==> src/rtl/lsu_pkg.sv <==
// Shared definitions for the load/store unit: funct3 codes, FSM states and
// the request legality check performed at accept time.
package lsu_pkg;

  localparam logic [2:0] F3_B  = 3'b000;
  localparam logic [2:0] F3_H  = 3'b001;
  localparam logic [2:0] F3_W  = 3'b010;
  localparam logic [2:0] F3_BU = 3'b100;
  localparam logic [2:0] F3_HU = 3'b101;

  typedef enum logic [1:0] {
    IDLE = 2'd0,
    RD   = 2'd1,
    WR   = 2'd2,
    RESP = 2'd3
  } lsu_state_t;

  // A request is rejected when funct3 is not legal for the access type, when
  // a halfword/word is not naturally aligned, or when the byte address lies
  // beyond the attached memory (out_of_range is computed by the caller since
  // it depends on the memory size).
  function automatic logic lsu_req_err(input logic       we,
                                       input logic [2:0] funct3,
                                       input logic [1:0] offset,
                                       input logic       out_of_range);
    logic bad_f3;
    logic misaligned;
    bad_f3     = 1'b0;
    misaligned = 1'b0;
    case (funct3)
      F3_B:    ;
      F3_H:    misaligned = offset[0];
      F3_W:    misaligned = |offset;
      F3_BU:   bad_f3 = we;
      F3_HU: begin
        bad_f3     = we;
        misaligned = offset[0];
      end
      default: bad_f3 = 1'b1;
    endcase
    return bad_f3 | misaligned | out_of_range;
  endfunction

endpackage

==> src/rtl/load_store_unit_lane_align.sv <==
// Byte-lane steering between the 32-bit memory word and the core:
// load-side extract/extend and store-side merge for sub-word stores.
module lsu_lane_align
  import lsu_pkg::*;
(
  input  logic [31:0] word,
  input  logic [31:0] old_word,
  input  logic [15:0] wdata,
  input  logic [1:0]  offset,
  input  logic [2:0]  funct3,
  output logic [31:0] load_data,
  output logic [31:0] store_data
);

  logic [7:0]  lane [4];
  logic [7:0]  byte_sel;
  logic [15:0] half_sel;

  genvar gi;
  generate
    for (gi = 0; gi < 4; gi++) begin : g_lane
      assign lane[gi] = word[8*gi +: 8];
      // Each store byte comes from wdata when the access covers this lane,
      // otherwise the old memory byte is kept.
      assign store_data[8*gi +: 8] =
          (funct3 == F3_B && offset == 2'(gi))        ? wdata[7:0] :
          (funct3 == F3_H && offset[1] == 1'(gi / 2)) ? wdata[8*(gi % 2) +: 8] :
                                                        old_word[8*gi +: 8];
    end
  endgenerate

  assign byte_sel = lane[offset];
  assign half_sel = offset[1] ? word[31:16] : word[15:0];

  // Select the addressed lane and sign- or zero-extend it.
  always_comb begin
    load_data = 32'd0;
    case (funct3)
      F3_B:    load_data = {{24{byte_sel[7]}}, byte_sel};
      F3_BU:   load_data = {24'd0, byte_sel};
      F3_H:    load_data = {{16{half_sel[15]}}, half_sel};
      F3_HU:   load_data = {16'd0, half_sel};
      F3_W:    load_data = word;
      default: load_data = 32'd0;
    endcase
  end

endmodule

==> src/rtl/load_store_unit.sv <==
// Memory-access stage: one byte-addressed request at a time mapped onto a
// word-wide memory port without byte enables (sub-word stores use RMW).
module load_store_unit
  import lsu_pkg::*;
#(
  parameter int ADDR_WIDTH = 8
) (
  input  logic                  clock,
  input  logic                  reset,
  input  logic                  req_valid,
  output logic                  req_ready,
  input  logic                  req_we,
  input  logic [2:0]            req_funct3,
  input  logic [31:0]           req_addr,
  input  logic [31:0]           req_wdata,
  output logic                  rsp_valid,
  output logic [31:0]           rsp_rdata,
  output logic                  rsp_err,
  output logic [ADDR_WIDTH-1:0] mem_address,
  output logic [31:0]           mem_data,
  output logic                  mem_wren,
  input  logic [31:0]           mem_q
);

  lsu_state_t state_reg, state_next;

  logic                  we_reg;
  logic [2:0]            funct3_reg;
  logic [1:0]            offset_reg;
  logic [15:0]           wdata_reg;
  logic [31:0]           rsp_rdata_reg;
  logic                  rsp_err_reg;
  logic [ADDR_WIDTH-1:0] mem_address_reg;
  logic [31:0]           mem_data_reg;

  logic        accept;
  logic        req_err;
  logic        req_sw;
  logic [31:0] load_data;
  logic [31:0] store_data;

  assign accept  = req_valid & req_ready;
  assign req_err = lsu_req_err(req_we, req_funct3, req_addr[1:0],
                               |(req_addr >> (ADDR_WIDTH + 2)));
  assign req_sw  = req_we & (req_funct3 == F3_W);

  lsu_lane_align u_lane_align (
    .word       (mem_q),
    .old_word   (mem_q),
    .wdata      (wdata_reg),
    .offset     (offset_reg),
    .funct3     (funct3_reg),
    .load_data  (load_data),
    .store_data (store_data)
  );

  // State register.
  always_ff @(posedge clock) begin
    if (reset) state_reg <= IDLE;
    else       state_reg <= state_next;
  end

  // Next-state logic and state-decoded outputs; a write is suppressed while
  // reset is high so an interrupted RMW leaves memory untouched.
  always_comb begin
    state_next = state_reg;
    req_ready  = 1'b0;
    rsp_valid  = 1'b0;
    mem_wren   = 1'b0;
    case (state_reg)
      IDLE: begin
        req_ready = ~reset;
        if (accept) begin
          if (req_err)     state_next = RESP;
          else if (req_sw) state_next = WR;
          else             state_next = RD;
        end
      end
      RD:   state_next = we_reg ? WR : RESP;
      WR: begin
        mem_wren   = ~reset;
        state_next = RESP;
      end
      RESP: begin
        rsp_valid  = 1'b1;
        state_next = IDLE;
      end
      default: state_next = IDLE;
    endcase
  end

  // Request capture, merge word and response registers; response values only
  // change on the edge that enters RESP so they hold between responses.
  always_ff @(posedge clock) begin
    if (reset) begin
      we_reg          <= 1'b0;
      funct3_reg      <= 3'd0;
      offset_reg      <= 2'd0;
      wdata_reg       <= 16'd0;
      rsp_rdata_reg   <= 32'd0;
      rsp_err_reg     <= 1'b0;
      mem_address_reg <= '0;
      mem_data_reg    <= 32'd0;
    end else begin
      case (state_reg)
        IDLE: begin
          if (accept) begin
            we_reg     <= req_we;
            funct3_reg <= req_funct3;
            offset_reg <= req_addr[1:0];
            wdata_reg  <= req_wdata[15:0];
            if (req_err) begin
              rsp_err_reg   <= 1'b1;
              rsp_rdata_reg <= 32'd0;
            end else begin
              mem_address_reg <= req_addr[ADDR_WIDTH+1:2];
              if (req_sw) mem_data_reg <= req_wdata;
            end
          end
        end
        RD: begin
          if (we_reg) begin
            mem_data_reg <= store_data;
          end else begin
            rsp_rdata_reg <= load_data;
            rsp_err_reg   <= 1'b0;
          end
        end
        WR: begin
          rsp_rdata_reg <= 32'd0;
          rsp_err_reg   <= 1'b0;
        end
        default: ;
      endcase
    end
  end

  assign rsp_rdata   = rsp_rdata_reg;
  assign rsp_err     = rsp_err_reg;
  assign mem_address = mem_address_reg;
  assign mem_data    = mem_data_reg;

endmodule
==> config.mk <==
export PLATFORM = sky130hd
export DESIGN_NAME = load_store_unit
export DESIGN_NICKNAME = d
export VERILOG_FILES = /design/src/rtl/lsu_pkg.sv /design/src/rtl/load_store_unit_lane_align.sv /design/src/rtl/load_store_unit.sv
export SDC_FILE = /design/constraint.sdc
export NUM_CORES = 1
export LEC_CHECK = 0
export CAP_MARGIN = 10
export CORE_ASPECT_RATIO = 1.75
export CORE_UTILIZATION = 41
export CTS_CLUSTER_DIAMETER = 150
export DETAILED_ROUTE_END_ITERATION = 10
export GPL_ROUTABILITY_DRIVEN = 0
export PLACE_DENSITY = 0.77
export SYNTH_ARGS = -nofsm -noshare
export SYNTH_HDL_FRONTEND = slang
export SYNTH_SLANG_ARGS = --single-unit
==> constraint.sdc <==
create_clock -name clock -period 2 [get_ports clock]
set_input_delay 0.2 -clock clock [delete_from_list [all_inputs] [get_ports clock]]
set_output_delay 0.2 -clock clock [all_outputs]
set_load 0.1 [all_outputs]
== Yosys cells after proc, flatten, opt, wreduce, memory -nomap -nowiden ==
Index checks and enable logic that the tools add are counted.
Storage, ports and cells
  register bits after elaboration: 97
  input port bits: 103
  output and inout bits: 76
  logic and storage cells: 95
Cells by class
  magnitude comparators: 1
  equal/unequal tests: 20
  muxes and demuxes: 36
  bitwise logic cells: 8
  reduce and logical (&&, ||, !) cells: 21
Operators by type and width (number)
  2-to-1 mux 32 bit: 7
  one-hot mux 32 bit (5 select lines): 1
  one-hot mux 32 bit (3 select lines): 1
  2-to-1 mux 8 bit: 10
  one-hot mux 32 bit (2 select lines): 1
  OR reduction 22 bit: 1
  binary-select mux 8 bit (select 2 bit): 1
  2-to-1 mux 16 bit: 1
  == test 3 bit (second input constant): 4
  != test 2 bit (second input constant): 6
  == test 2 bit (second input constant): 4
  one-hot mux 2 bit (4 select lines): 1
  2-to-1 mux 1 bit: 7
  == test 3 x 1 -> 1 bit (second input constant): 2
  == test 3 x 2 -> 1 bit (second input constant): 2
  logical AND 1 bit: 6
  zero test 3 bit: 2
  2-to-1 mux 2 bit: 3
  OR reduction 2 bit: 3
  AND reduction 5 bit: 1
  == test 2 x 1 -> 1 bit (second input constant): 2
  zero test 2 bit: 2
  one-hot mux 1 bit (2 select lines): 2
  AND reduction 4 bit: 1
  other kinds (11): 15

== Longest topological paths before layout ==
Gate-level depths: netlist of the first run.
  depth after elaboration: 8
  depth in mapped cells: 11
  depth with buffers taken out: 7

== Hierarchy ==
Synthesis of the first run repeated with hierarchy kept, for this count alone.
Second synthesis, totals
  cells, all modules: 742
  area total of the unflattened synthesis: 6064.6 um^2
Modules (own cells, without submodules)
  load_store_unit: instances 1, cells an instance 546, area an instance 4605.7 um^2, sequential area each 1941.9 um^2
  lsu_lane_align: instances 1, cells an instance 196, area an instance 1458.9 um^2, sequential area each 0.0 um^2

== Worst setup path after synthesis of the first run ==
Ideal clock, no wire load.
  path type: flip-flop to flip-flop
  from: register state_reg[0]
  to: register rsp_rdata_reg[11], in the netlist rsp_rdata[11]
  setup time: 0.070 ns
  data arrival time: 2.846 ns
  required time: 1.930 ns
  path slack: -0.916 ns
  cell stages (with the launch flop): 10
  path buffers: 3
  period minus slack after synthesis: 2.916 ns
  cell sequence: dfxtp_1 inv_1 ha_1 buf_4 inv_1 nor2_1 a22o_1 buf_2 buf_2 o2bb2ai_1
Between the ends
  word-level cells in the longest chain between the ends: 5
  elaborated cells between the ends (all ways): 11
  classes of those cells: 5 x eq/ne; 2 x mux; 1 x bitwise; 3 x reduce/logical
RTL lines
  from (decl): RTL line load_store_unit.sv:25  | lsu_state_t state_reg, state_next;
  from (signal assigned): RTL line load_store_unit.sv:60  | else state_reg <= state_next;
  zero test 2 bit: RTL line load_store_unit.sv:70  | case (state_reg)
  2-to-1 mux 1 bit: RTL line load_store_unit.sv:70
  named net req_ready: RTL line load_store_unit.sv:11  | output logic req_ready,
  AND 1 bit: RTL line load_store_unit.sv:42  | assign accept = req_valid & req_ready;
  != test 2 bit (no source line)
  AND reduction 4 bit (no source line)
  to (signal assigned): RTL line load_store_unit.sv:125  | rsp_rdata_reg <= load_data;
  to (decl): RTL line load_store_unit.sv:31  | logic [31:0] rsp_rdata_reg;
The timed path passes the listed nets, and every way through them passes these cells.
A chain may end at the register's enable or synchronous reset.

== Worst setup path after layout of the first run ==
  from: register state_reg[0]
  to: register state_reg[0]
Between the ends
  word-level cells in the longest chain between the ends: 4
  elaborated cells between the ends (all ways): 8
  classes of those cells: 4 x eq/ne; 2 x mux; 1 x bitwise; 1 x reduce/logical
RTL lines (RTL line)
  zero test 2 bit: load_store_unit.sv:70
  2-to-1 mux 1 bit: load_store_unit.sv:70
  AND 1 bit: load_store_unit.sv:42
  != test 2 bit (no source line)
Several ways; a longest one is shown, not always the timed one.

==> impl_metrics.sql, run 1 <==
INSERT INTO impl_metrics (metric_group, metric, value, unit) VALUES
('clocking', 'clk_latency', '0.34', 'ns'),
('sta', 'finClkSkew', '0.00867', 'ns'),
('placed_design', 'port-buffer-count', '178', ''),
('clocking', 'htree_num_levels', '3', ''),
('logic_synthesis', 'syn_avg_cell_area', '8.75', 'um2'),
('floorplan', 'placementRows', '53', ''),
('global_routing', 'grt_pass1_wl', '28700', 'um'),
('detailed_routing', 'drt_first_pass_iters', '5', ''),
('logic_synthesis', 'netlist_area', '5120', 'um2'),
('detailed_routing', 'antenna_violating_nets_post_route', '0', ''),
('critical_path', 'timing.critical_path.required', '2.21', 'ns'),
('critical_path', 'worst-setup-path-type', 'reg2reg', ''),
('sta', 'layout_min_cycle_time', '2.01', 'ns'),
('clocking', 'cts_inserted_buffers', '9', ''),
('detailed_routing', 'drc', '0', ''),
('logic_synthesis', 'postSynthRegisterBits', '97', ''),
('logic_synthesis', 'post_synth_fa_ha_maj_area_fraction', '1.22', '%'),
('critical_path', 'reg2reg_slack', '-0.009', 'ns'),
('clocking', 'clkSlewWorstSetupHoldPaths', '0.07', 'ns'),
('sta', 'finalSetupViolCount', '2', ''),
('clocking', 'cts_hold_buf', '0', ''),
('logic_synthesis', 'yosys_most_used_dff', 'dfxtp_1', ''),
('logic_synthesis', 'combinational_family_with_the_most_area_after_synthesis', 'compound AO/OA/AOI/OAI gates', ''),
('detailed_routing', 'viasPerCell', '5.92', ''),
('detailed_routing', 'wl', '19200', 'um'),
('final_layout', 'layout.cells.non_filler', '966', ''),
('outcome', 'violations', 'negative setup slack', ''),
('detailed_routing', 'wire_per_inst', '19.8', 'um'),
('final_layout', 'area_growth_syn_to_layout', '54.1', '%'),
('placed_design', 'numPlacedInstances', '940', ''),
('logic_synthesis', 'area_fraction_in_compound_gates_after_synthesis', '28.7', '%'),
('sta', 'setup_ws', '-0.00855', 'ns'),
('critical_path', 'crit_fanout', '4', ''),
('critical_path', 'rr_startpoint', 'state_reg[0]', ''),
('placed_design', 'hpwl', '14300', 'um'),
('global_routing', 'grt_start_max_net_pins', '41', ''),
('sta', 'fmaxAchievable', '0.498', 'GHz'),
('critical_path', 'critPathSlowestCell', 'dfxtp_4', ''),
('sta', 'worst_pin_slew', '0.536', 'ns'),
('critical_path', 'highest_cell_delay_on_the_worst_timing_path', '0.37', 'ns'),
('critical_path', 'setup.worst_path.end_class', 'flip-flop', ''),
('floorplan', 'die-width', '86.5', 'um'),
('critical_path', 'setup.worst_path.start', 'state_reg[0]', ''),
('logic_synthesis', 'synth_enable_flop_cells', '0', ''),
('detailed_routing', 'drt_first_iter_violations', '420', ''),
('logic_synthesis', 'synth_xor_area_share', '0', '%'),
('floorplan', 'full_die_area', '13000', 'um2'),
('logic_synthesis', 'yosys.area_share.simple', '15.2', '%'),
('floorplan', 'start_util', '42.4', '%'),
('floorplan', 'io_pins', '179', ''),
('clocking', 'tritoncts', 'done', ''),
('clocking', 'clock-root-buffer', 'clkbuf_16', ''),
('global_routing', 'initial_antenna_violation_count', '0', ''),
('logic_synthesis', 'synth.mux.area_fraction', '9.92', '%'),
('sta', 'timing.slew.headroom', '63.8', '%'),
('final_layout', 'drive_gt1_share', '27.1', '%'),
('hold_path', 'hold_path_startpoint', 'req_addr[0]', ''),
('logic_synthesis', 'syn-num-nets', '693', ''),
('flow_run', 'timing.max_cap.violations', '0', ''),
('outcome', 'status', 'finished with violations', ''),
('floorplan', 'fp.dieH', '150', 'um'),
('pwr', 'finalPower', '10.2', 'mW'),
('final_layout', 'nets', '905', ''),
('hold_path', 'worstHoldPathType', 'in2reg', ''),
('clocking', 'cts_sinks', '97', ''),
('pwr', 'power.density', '1290', 'nW/um2'),
('logic_synthesis', 'synth_seq_area_share', '37.9', '%'),
('global_routing', 'globalRoute.totalOverflow', '0', ''),
('global_routing', 'track_usage', '28.6', '%'),
('sta', 'timing_max_transition_violations_final', '0', ''),
('critical_path', 'critical_path_arrival', '2.22', 'ns');
[layer usage]
metal	wire length, um	global-route usage, %	vias to the layer above	part of all wire (%)
met2	9820	50.7	314	51
met4	1080	16.5	0	5.6
met1	6830	31.8	2709	36
met5	0	0	-	0
met3	1420	4.41	67	7.4
li1	-	-	2625	-
[cells by family (layout without fill, tap and decap cells)]
logic type / after synthesis / count (layout)
AOI/OAI and AO/OA: 204 / 204
and+or+nand+nor: 148 / 148
DFF: 97 / 97
buffers and inverters: 83 / 299
muxes: 48 / 48
adders and majority gates: 5 / 5
[final timing paths]
| path | cells past startpoint | end |
|---|---|---|
| max | 9 | state_reg[0] |
| min | 4 | offset_reg[0] |
| max reg2reg | 9 | state_reg[0] |
| min reg2reg | 2 | rsp_rdata[3] |
[timing repair]
action,4_1_cts,5_1_grt
setup buffers,1,7
endpoints found under the setup margin,39,70
pin swaps,1,3
gates resized for setup,12,29
gates cloned,2,1
[synth_stat cells, types with 9 or more instances]
| cell | number | share of area [%] |
|---|---|---|
| a2111oi_0 | 9 | 1.5 |
| a21oi_1 | 43 | 4.2 |
| buf_2 | 19 | 1.9 |
| clkbuf_1 | 32 | 2.3 |
| dfxtp_1 | 97 | 38 |
| inv_1 | 27 | 2.0 |
| mux2i_1 | 44 | 8.6 |
| nand2_1 | 45 | 3.3 |
| nand2b_1 | 9 | 1.1 |
| nand4_1 | 9 | 1.1 |
| nor2_1 | 18 | 1.3 |
| nor3_1 | 34 | 3.3 |
| o21ai_0 | 43 | 4.2 |
| o221ai_1 | 16 | 2.7 |
| o2bb2ai_1 | 26 | 4.4 |
| o31ai_1 | 10 | 1.5 |
[layout by cell type, fill, tap and decap left out, types with 9 or more instances in the layout]
master	count
a21oi_1	42
buf_12	9
nand4_1	9
mux2i_1	41
o2bb2ai_1	26
nor2_1	17
o21ai_0	38
o221ai_1	15
clkbuf_16	10
nand2_1	45
clkdlybuf4s50_1	99
o31ai_1	10
buf_4	140
dfxtp_1	93
nor3_1	29
inv_1	24
[final cells by class]
class / instances / area [um2]
fillers: 988 / 4180
multi-input cells: 405 / 2970
repair buffers: 257 / 2360
flip-flops and latches: 97 / 1950
clock buffers: 10 / 239
well taps: 165 / 206
inverters: 27 / 101
clock inverters: 5 / 63.8
[critical path, delay by kind of cell, from the launching register on]
family,cells,cell delay [ns]
buffers and inverters,4,0.54
adder cells (fa/ha/maj),1,0.17
AO/OA/AOI/OAI,1,0.33
AND/OR/NAND/NOR,3,0.50
flip-flops,1,0.37
[report_power, final]
group | switching (mW) | leakage, nW | internal, mW | total (mW)
Sequential | 0.253 | 0.789 | 2.27 | 2.53
Combinational | 3.86 | 2.15 | 2.02 | 5.88
Clock | 0.774 | 0.151 | 1.01 | 1.79
[stage by stage]
stage	util, %	hold WS [ns]	area, um2	setup slack (ns)	setup TNS, ns
6_report	65.4	0.250	7890	-0.00855	-0.0132
3_3_place_gp	60.8	0.448	7340	-0.318	-15.02
2_1_floorplan	-	0.308	5180	-0.0472	-0.236
4_1_cts	64.1	0.264	7730	0.0198	0
3_5_place_dp	60.8	0.448	7340	-0.423	-19.45
5_1_grt	65.4	0.275	7890	-0.0784	-0.525
Note: power is estimated with default switching activity, not from simulation.
==> run 2: changes to the inputs <==
CORE_UTILIZATION = 42   (was 41)
CTS_BUF_LIST = sky130_fd_sc_hd__clkbuf_2   (was default)
PLACE_DENSITY = 0.78   (was 0.77)
==> impl_metrics.sql, run 2 (synthesis results as in run 1) <==
INSERT INTO impl_metrics (metric_group, metric, value, unit) VALUES
('sta', 'layout_min_cycle_time', '1.93', 'ns'),
('sta', 'fmaxAchievable', '0.519', 'GHz'),
('clocking', 'tritoncts', 'done', ''),
('global_routing', 'track_usage', '28.7', '%'),
('sta', 'setup_ws', '0.0728', 'ns'),
('global_routing', 'globalRoute.totalOverflow', '0', ''),
('sta', 'timing_hold_violations_final', '0', ''),
('hold_path', 'hold_path_startpoint', 'req_wdata[12]', ''),
('critical_path', 'timing.critical_path.required', '1.80', 'ns'),
('sta', 'finalSetupViolCount', '0', ''),
('hold_path', 'timing.hold.worst_path_depth', '3', ''),
('sta', 'finClkSkew', '0.0251', 'ns'),
('clocking', 'clockBufferDepth', '2', ''),
('final_layout', 'nets', '895', ''),
('critical_path', 'critPathLaunchType', 'flip-flop', ''),
('floorplan', 'full_die_area', '12700', 'um2'),
('floorplan', 'die-width', '85.5', 'um'),
('clocking', 'htree_num_levels', '3', ''),
('detailed_routing', 'viasPerCell', '6.03', ''),
('detailed_routing', 'wl', '18400', 'um'),
('sta', 'worst_pin_slew', '0.568', 'ns'),
('critical_path', 'crit_fanout', '4', ''),
('final_layout', 'most-common-layout-cells', '131 x buf_4, 101 x clkdlybuf4s50_1, 92 x dfxtp_1', ''),
('sta', 'final_min_period_over_clock_period', '96.4', '%'),
('floorplan', 'fp.dieH', '148', 'um'),
('final_layout', 'post-route-cell-area', '7570', 'um2'),
('clocking', 'clk_latency', '0.60', 'ns'),
('final_layout', 'drive_gt1_share', '25.7', '%'),
('detailed_routing', 'antenna_violating_nets_post_route', '0', ''),
('floorplan', 'start_util', '42.9', '%'),
('pwr', 'power.density', '1230', 'nW/um2'),
('clocking', 'cts_inserted_buffers', '9', ''),
('detailed_routing', 'detailroute.via_count', '5600', ''),
('sta', 'timing_max_transition_violations_final', '0', ''),
('final_layout', 'layout.cells.non_filler', '929', ''),
('outcome', 'status', 'finished clean', ''),
('critical_path', 'worst-setup-path-type', 'reg2out', ''),
('placed_design', 'place_worst_setup_slack', '-0.320', 'ns'),
('global_routing', 'initial_antenna_violation_count', '1', ''),
('detailed_routing', 'drc', '0', ''),
('clocking', 'cts_hold_buf', '0', ''),
('clocking', 'clock-root-buffer', 'clkbuf_2', ''),
('sta', 'grt_setup_unrepaired', 'true', ''),
('placed_design', 'hpwl', '14200', 'um'),
('critical_path', 'reg2reg_slack', '0.08', 'ns'),
('pwr', 'finalPower', '9.29', 'mW'),
('placed_design', 'numPlacedInstances', '909', ''),
('global_routing', 'grt_pass1_wl', '28300', 'um'),
('detailed_routing', 'drt_first_pass_iters', '6', ''),
('critical_path', 'r2r-end', 'mem_data[2]', ''),
('global_routing', 'grt_pass1_vias', '5543', ''),
('critical_path', 'critical_path_arrival', '1.73', 'ns'),
('global_routing', 'grt_start_max_net_pins', '62', ''),
('critical_path', 'reg2reg_depth', '7', ''),
('floorplan', 'placementRows', '53', ''),
('pwr', 'p_leak', '2.91', 'nW'),
('clocking', 'clkSlewWorstSetupHoldPaths', '0.26', 'ns'),
('detailed_routing', 'wire_per_inst', '19.8', 'um'),
('critical_path', 'setup.worst_path.end_class', 'output pin', ''),
('detailed_routing', 'drt_first_iter_violations', '417', ''),
('placed_design', 'dpl_cell_area', '7290', 'um2'),
('clocking', 'cts_sinks', '97', ''),
('hold_path', 'worstHoldPathType', 'in2reg', ''),
('final_layout', 'area_growth_syn_to_layout', '47.8', '%'),
('sta', 'timing.slew.headroom', '62.1', '%'),
('floorplan', 'io_pins', '179', ''),
('hold_path', 'worst_hold_path.endpoint', 'wdata_reg[12]', ''),
('critical_path', 'rr_startpoint', 'state_reg[0]', ''),
('floorplan', 'placeableCoreArea', '11900', 'um2'),
('placed_design', 'port-buffer-count', '178', ''),
('final_layout', 'layout.cells.most_common', 'buf_4', ''),
('pwr', 'vdd_drop_max', '0.000702', 'V'),
('flow_run', 'timing.max_cap.violations', '0', '');
run 2: cell types whose count changed in the layout (fill, tap and decap cells not counted), moves of 3 or more:
| cell | before | now |
|---|---|---|
| clkbuf_16 | 10 | 1 |
| clkbuf_2 | 0 | 9 |
| mux2i_1 | 41 | 44 |
| buf_4 | 140 | 131 |
| o21ai_0 | 38 | 41 |
| mux2i_2 | 3 | 0 |
| o21ai_1 | 6 | 3 |
run 2: where the power goes:
group	internal [mW]	switching (mW)	total, mW
Sequential	2.28	0.259	2.54
Combinational	2.02	3.87	5.89
Clock	0.163	0.701	0.864
Total	4.46	4.83	9.29
run 2: metal layers:
| layer | routed length (um) | global-route usage, % | up-vias | share of wire, % |
|---|---|---|---|---|
| met5 | 0 | 0 | - | 0 |
| met4 | 1040 | 18.8 | 0 | 5.7 |
| met3 | 1160 | 3.72 | 73 | 6.3 |
| met2 | 9380 | 49.4 | 289 | 51 |
| met1 | 6770 | 33.0 | 2630 | 37 |
| li1 | - | - | 2608 | - |
run 2: cell type report:
| type | count | area, um2 |
|---|---|---|
| Tap cell | 137 | 171 |
| Inverter | 27 | 106 |
| Clock inverter | 6 | 42.5 |
| Timing Repair Buffer | 247 | 2260 |
| Sequential cell | 97 | 1950 |
| Fill cell | 1002 | 4370 |
| Clock buffer | 9 | 45.0 |
| Antenna cell | 1 | 2.50 |
| Multi-Input combinational cell | 405 | 2990 |
run 2: per-stage QoR:
stage | setup TNS (ns) | hold WS (ns) | utilization [%]
final | 0 | 0.171 | 63.4
after global routing | -0.0166 | 0.148 | 63.4
after CTS | 0 | 0.137 | 62.2
after detailed placement | -17.07 | 0.448 | 61.1
after global placement | -16.28 | 0.448 | 61.1
after floorplan | -0.236 | 0.308 | -
run 2: how the worst max path moves through the flow:
| stage | start | end | slack [ns] | cells past startpoint |
|---|---|---|---|---|
| after global placement | req_funct3[1] | mem_data[12] | -0.25 | 7 |
| after global routing | state_reg[1] | rsp_rdata[7] | -0.01 | 8 |
| after floorplan | state_reg[0] | mem_data[1] | -0.05 | 11 |
| after detailed placement | req_funct3[1] | mem_data[16] | -0.32 | 7 |
| after CTS | state_reg[0] | mem_address[5] | 0.0009 | 8 |
| final | state_reg[0] | req_ready | 0.07 | 6 |
run 2: repair_timing:
action,in CTS,in global routing
setup buffers,1,2
setup endpoints to repair,32,71
gates resized for setup,7,29
pin swaps,0,3
gates cloned,0,1
run 2: critical path, cell delays in order, from the launching register on:
cell and delay (ns):
dfxtp_4 0.43, inv_4 0.07, ha_4 0.14, inv_2 0.05
buf_6 0.12, nor2_4 0.15, buf_12 0.19
==> run 3: changes to the inputs <==
CELL_PAD_IN_SITES_DETAIL_PLACEMENT = 0   (was default)
CELL_PAD_IN_SITES_GLOBAL_PLACEMENT = 1   (was default)
CORE_UTILIZATION = 31   (was 42)
HOLD_SLACK_MARGIN = 0.05   (was default)
PLACE_DENSITY = default   (was 0.78)
PLACE_DENSITY_LB_ADDON = 0.1   (was default)
==> impl_metrics.sql, run 3 (synthesis results as in run 1) <==
INSERT INTO impl_metrics (metric_group, metric, value, unit) VALUES
('placed_design', 'port-buffer-count', '178', ''),
('sta', 'fmaxAchievable', '0.525', 'GHz'),
('sta', 'finalSetupViolCount', '0', ''),
('pwr', 'p_leak', '2.97', 'nW'),
('placed_design', 'numPlacedInstances', '964', ''),
('sta', 'grt_setup_unrepaired', 'true', ''),
('floorplan', 'io_pins', '179', ''),
('detailed_routing', 'drt_first_iter_violations', '215', ''),
('final_layout', 'most-common-layout-cells', '134 x buf_4, 101 x clkdlybuf4s50_1, 93 x dfxtp_1', ''),
('floorplan', 'start_util', '31.9', '%'),
('detailed_routing', 'antenna_violating_nets_post_route', '0', ''),
('pwr', 'power_frac_clock', '12.5', '%'),
('floorplan', 'placementRows', '61', ''),
('clocking', 'clock-root-buffer', 'clkbuf_2', ''),
('clocking', 'tritoncts', 'done', ''),
('sta', 'final_min_period_over_clock_period', '95.2', '%'),
('global_routing', 'grt_pass1_vias', '5384', ''),
('critical_path', 'setup.worst_path.start', 'state_reg[1]', ''),
('sta', 'timing_hold_violations_final', '0', ''),
('critical_path', 'setup.worst_path.end_class', 'flip-flop', ''),
('pwr', 'power.share.switching', '50.3', '%'),
('critical_path', 'reg2reg_depth', '7', ''),
('sta', 'layout_min_cycle_time', '1.90', 'ns'),
('pwr', 'power.combinational.fraction', '61.6', '%'),
('critical_path', 'rr_startpoint', 'state_reg[1]', ''),
('final_layout', 'layout.cells.most_common', 'buf_4', ''),
('detailed_routing', 'wire_per_inst', '20.3', 'um'),
('hold_path', 'worstHoldPathType', 'in2reg', ''),
('final_layout', 'post_route_utilization', '48.4', '%'),
('detailed_routing', 'viasPerCell', '5.50', ''),
('final_layout', 'drive_gt1_share', '26.2', '%'),
('outcome', 'status', 'finished clean', ''),
('critical_path', 'crit_fanout', '6', ''),
('detailed_routing', 'drt_first_pass_iters', '4', ''),
('sta', 'finClkSkew', '0.0368', 'ns'),
('detailed_routing', 'wl', '20000', 'um'),
('global_routing', 'initial_antenna_violation_count', '1', ''),
('critical_path', 'critPathSlowestCell', 'dfxtp_2', ''),
('floorplan', 'fp.dieH', '172', 'um'),
('critical_path', 'crit_path_cell_trace', 'inv_2, ha_2, nor2b_1, buf_4, nor3_2, nand2_1, a31o_1', ''),
('global_routing', 'track_usage', '23.0', '%'),
('pwr', 'p_int', '4.82', 'mW'),
('placed_design', 'place_worst_setup_slack', '-0.317', 'ns'),
('pwr', 'share_seq_of_total_power', '25.9', '%'),
('floorplan', 'die-width', '99.1', 'um'),
('sta', 'finalSetupTns', '0', 'ns'),
('critical_path', 'reg2reg_slack', '0.1', 'ns'),
('clocking', 'clockBufferDepth', '2', ''),
('global_routing', 'grt_pass1_wl', '29700', 'um'),
('placed_design', 'hpwl', '15400', 'um'),
('pwr', 'power.density', '1250', 'nW/um2'),
('final_layout', 'layout.cells.non_filler', '987', ''),
('floorplan', 'placeableCoreArea', '16000', 'um2'),
('final_layout', 'area_growth_syn_to_layout', '51.4', '%'),
('clocking', 'cts_inserted_buffers', '9', ''),
('pwr', 'total_switching_power', '4.87', 'mW'),
('sta', 'setup_ws', '0.0965', 'ns'),
('sta', 'worst_pin_slew', '0.540', 'ns'),
('flow_run', 'timing.max_cap.violations', '0', ''),
('clocking', 'cts_sinks', '97', ''),
('global_routing', 'globalRoute.totalOverflow', '0', ''),
('critical_path', 'critPathLaunchType', 'flip-flop', ''),
('clocking', 'htree_num_levels', '3', ''),
('final_layout', 'nets', '901', ''),
('critical_path', 'r2r-end', 'mem_data[3]', ''),
('global_routing', 'grt_start_max_net_pins', '46', ''),
('clocking', 'clk_latency', '0.59', 'ns'),
('pwr', 'vdd_drop_max', '0.000853', 'V'),
('floorplan', 'full_die_area', '17100', 'um2'),
('pwr', 'finalPower', '9.69', 'mW'),
('sta', 'timing.slew.headroom', '63.8', '%'),
('critical_path', 'critical_path_arrival', '2.39', 'ns'),
('critical_path', 'highest_cell_delay_on_the_worst_timing_path', '0.39', 'ns'),
('detailed_routing', 'detailroute.via_count', '5426', ''),
('sta', 'timing_max_transition_violations_final', '0', ''),
('critical_path', 'crit_path_to', 'mem_data[3]', ''),
('detailed_routing', 'drc', '0', ''),
('critical_path', 'worst-setup-path-type', 'reg2reg', ''),
('clocking', 'clkSlewWorstSetupHoldPaths', '0.28', 'ns'),
('critical_path', 'timing.critical_path.required', '2.49', 'ns');
[run 3: timing repair]
action	4_1_cts	5_1_grt
cloned	0	3
endpoints found under the setup margin	57	66
hold buffers	1	0
gates resized for setup	16	28
hold endpoints to repair	9	0
pin swaps	0	4
buffers inserted	0	3
[run 3: how the worst min path moves through the flow]
stage             startpoint            end  slack (ns)  cells past startpoint
2_1_floorplan  req_funct3[1]  funct3_reg[1]        0.31                      2
3_3_place_gp   rsp_rdata[23]  rsp_rdata[23]        0.45                      1
3_5_place_dp   rsp_rdata[25]  rsp_rdata[25]        0.45                      1
4_1_cts        req_wdata[14]  wdata_reg[14]        0.11                      3
5_1_grt        req_wdata[14]  wdata_reg[14]        0.09                      3
6_report       req_wdata[14]  wdata_reg[14]        0.15                      3
[run 3: power groups by stage]
| stage | clock network [mW] | logic (mW) | registers [mW] |
|---|---|---|---|
| after floorplan | 0 | 2.30 | 4.10 |
| after global placement | 0 | 5.61 | 2.54 |
| after detailed placement | 0 | 5.64 | 2.54 |
| after CTS | 1.25 | 5.75 | 2.51 |
| after global routing | 1.34 | 6.30 | 2.55 |
| final | 1.22 | 5.97 | 2.51 |
[run 3: critical path: cells and delay by family, from the launching register on]
kind	cells	cell delay [ns]
AO/OA/AOI/OAI	1	0.27
adder cells (fa/ha/maj)	1	0.21
buffers and inverters	2	0.21
flip-flops	1	0.39
AND/OR/NAND/NOR	3	0.73
[run 3: metrics by stage]
step	cell area, um2	hold slack (ns)
global route	7750	0.0893
detailed placement	7360	0.451
CTS	7580	0.106
finish	7750	0.151
floorplan	5180	0.308
global placement	7360	0.450
[run 3: per-layer routing]
layer | wire length, um | GRT usage (%)
met1 | 8120 | 26.7
met2 | 10300 | 41.0
met3 | 956 | 3.88
met4 | 638 | 10.9
met5 | 0 | 0
[run 3: layout make-up]
class	count	area, um2
diodes	1	2.50
well taps	189	236
clock inverters	6	108
repair buffers	252	2290
inverters	27	104
multi-input cells	406	3010
fillers	1565	8280
flip-flops and latches	97	1950
clock buffers	9	45.0
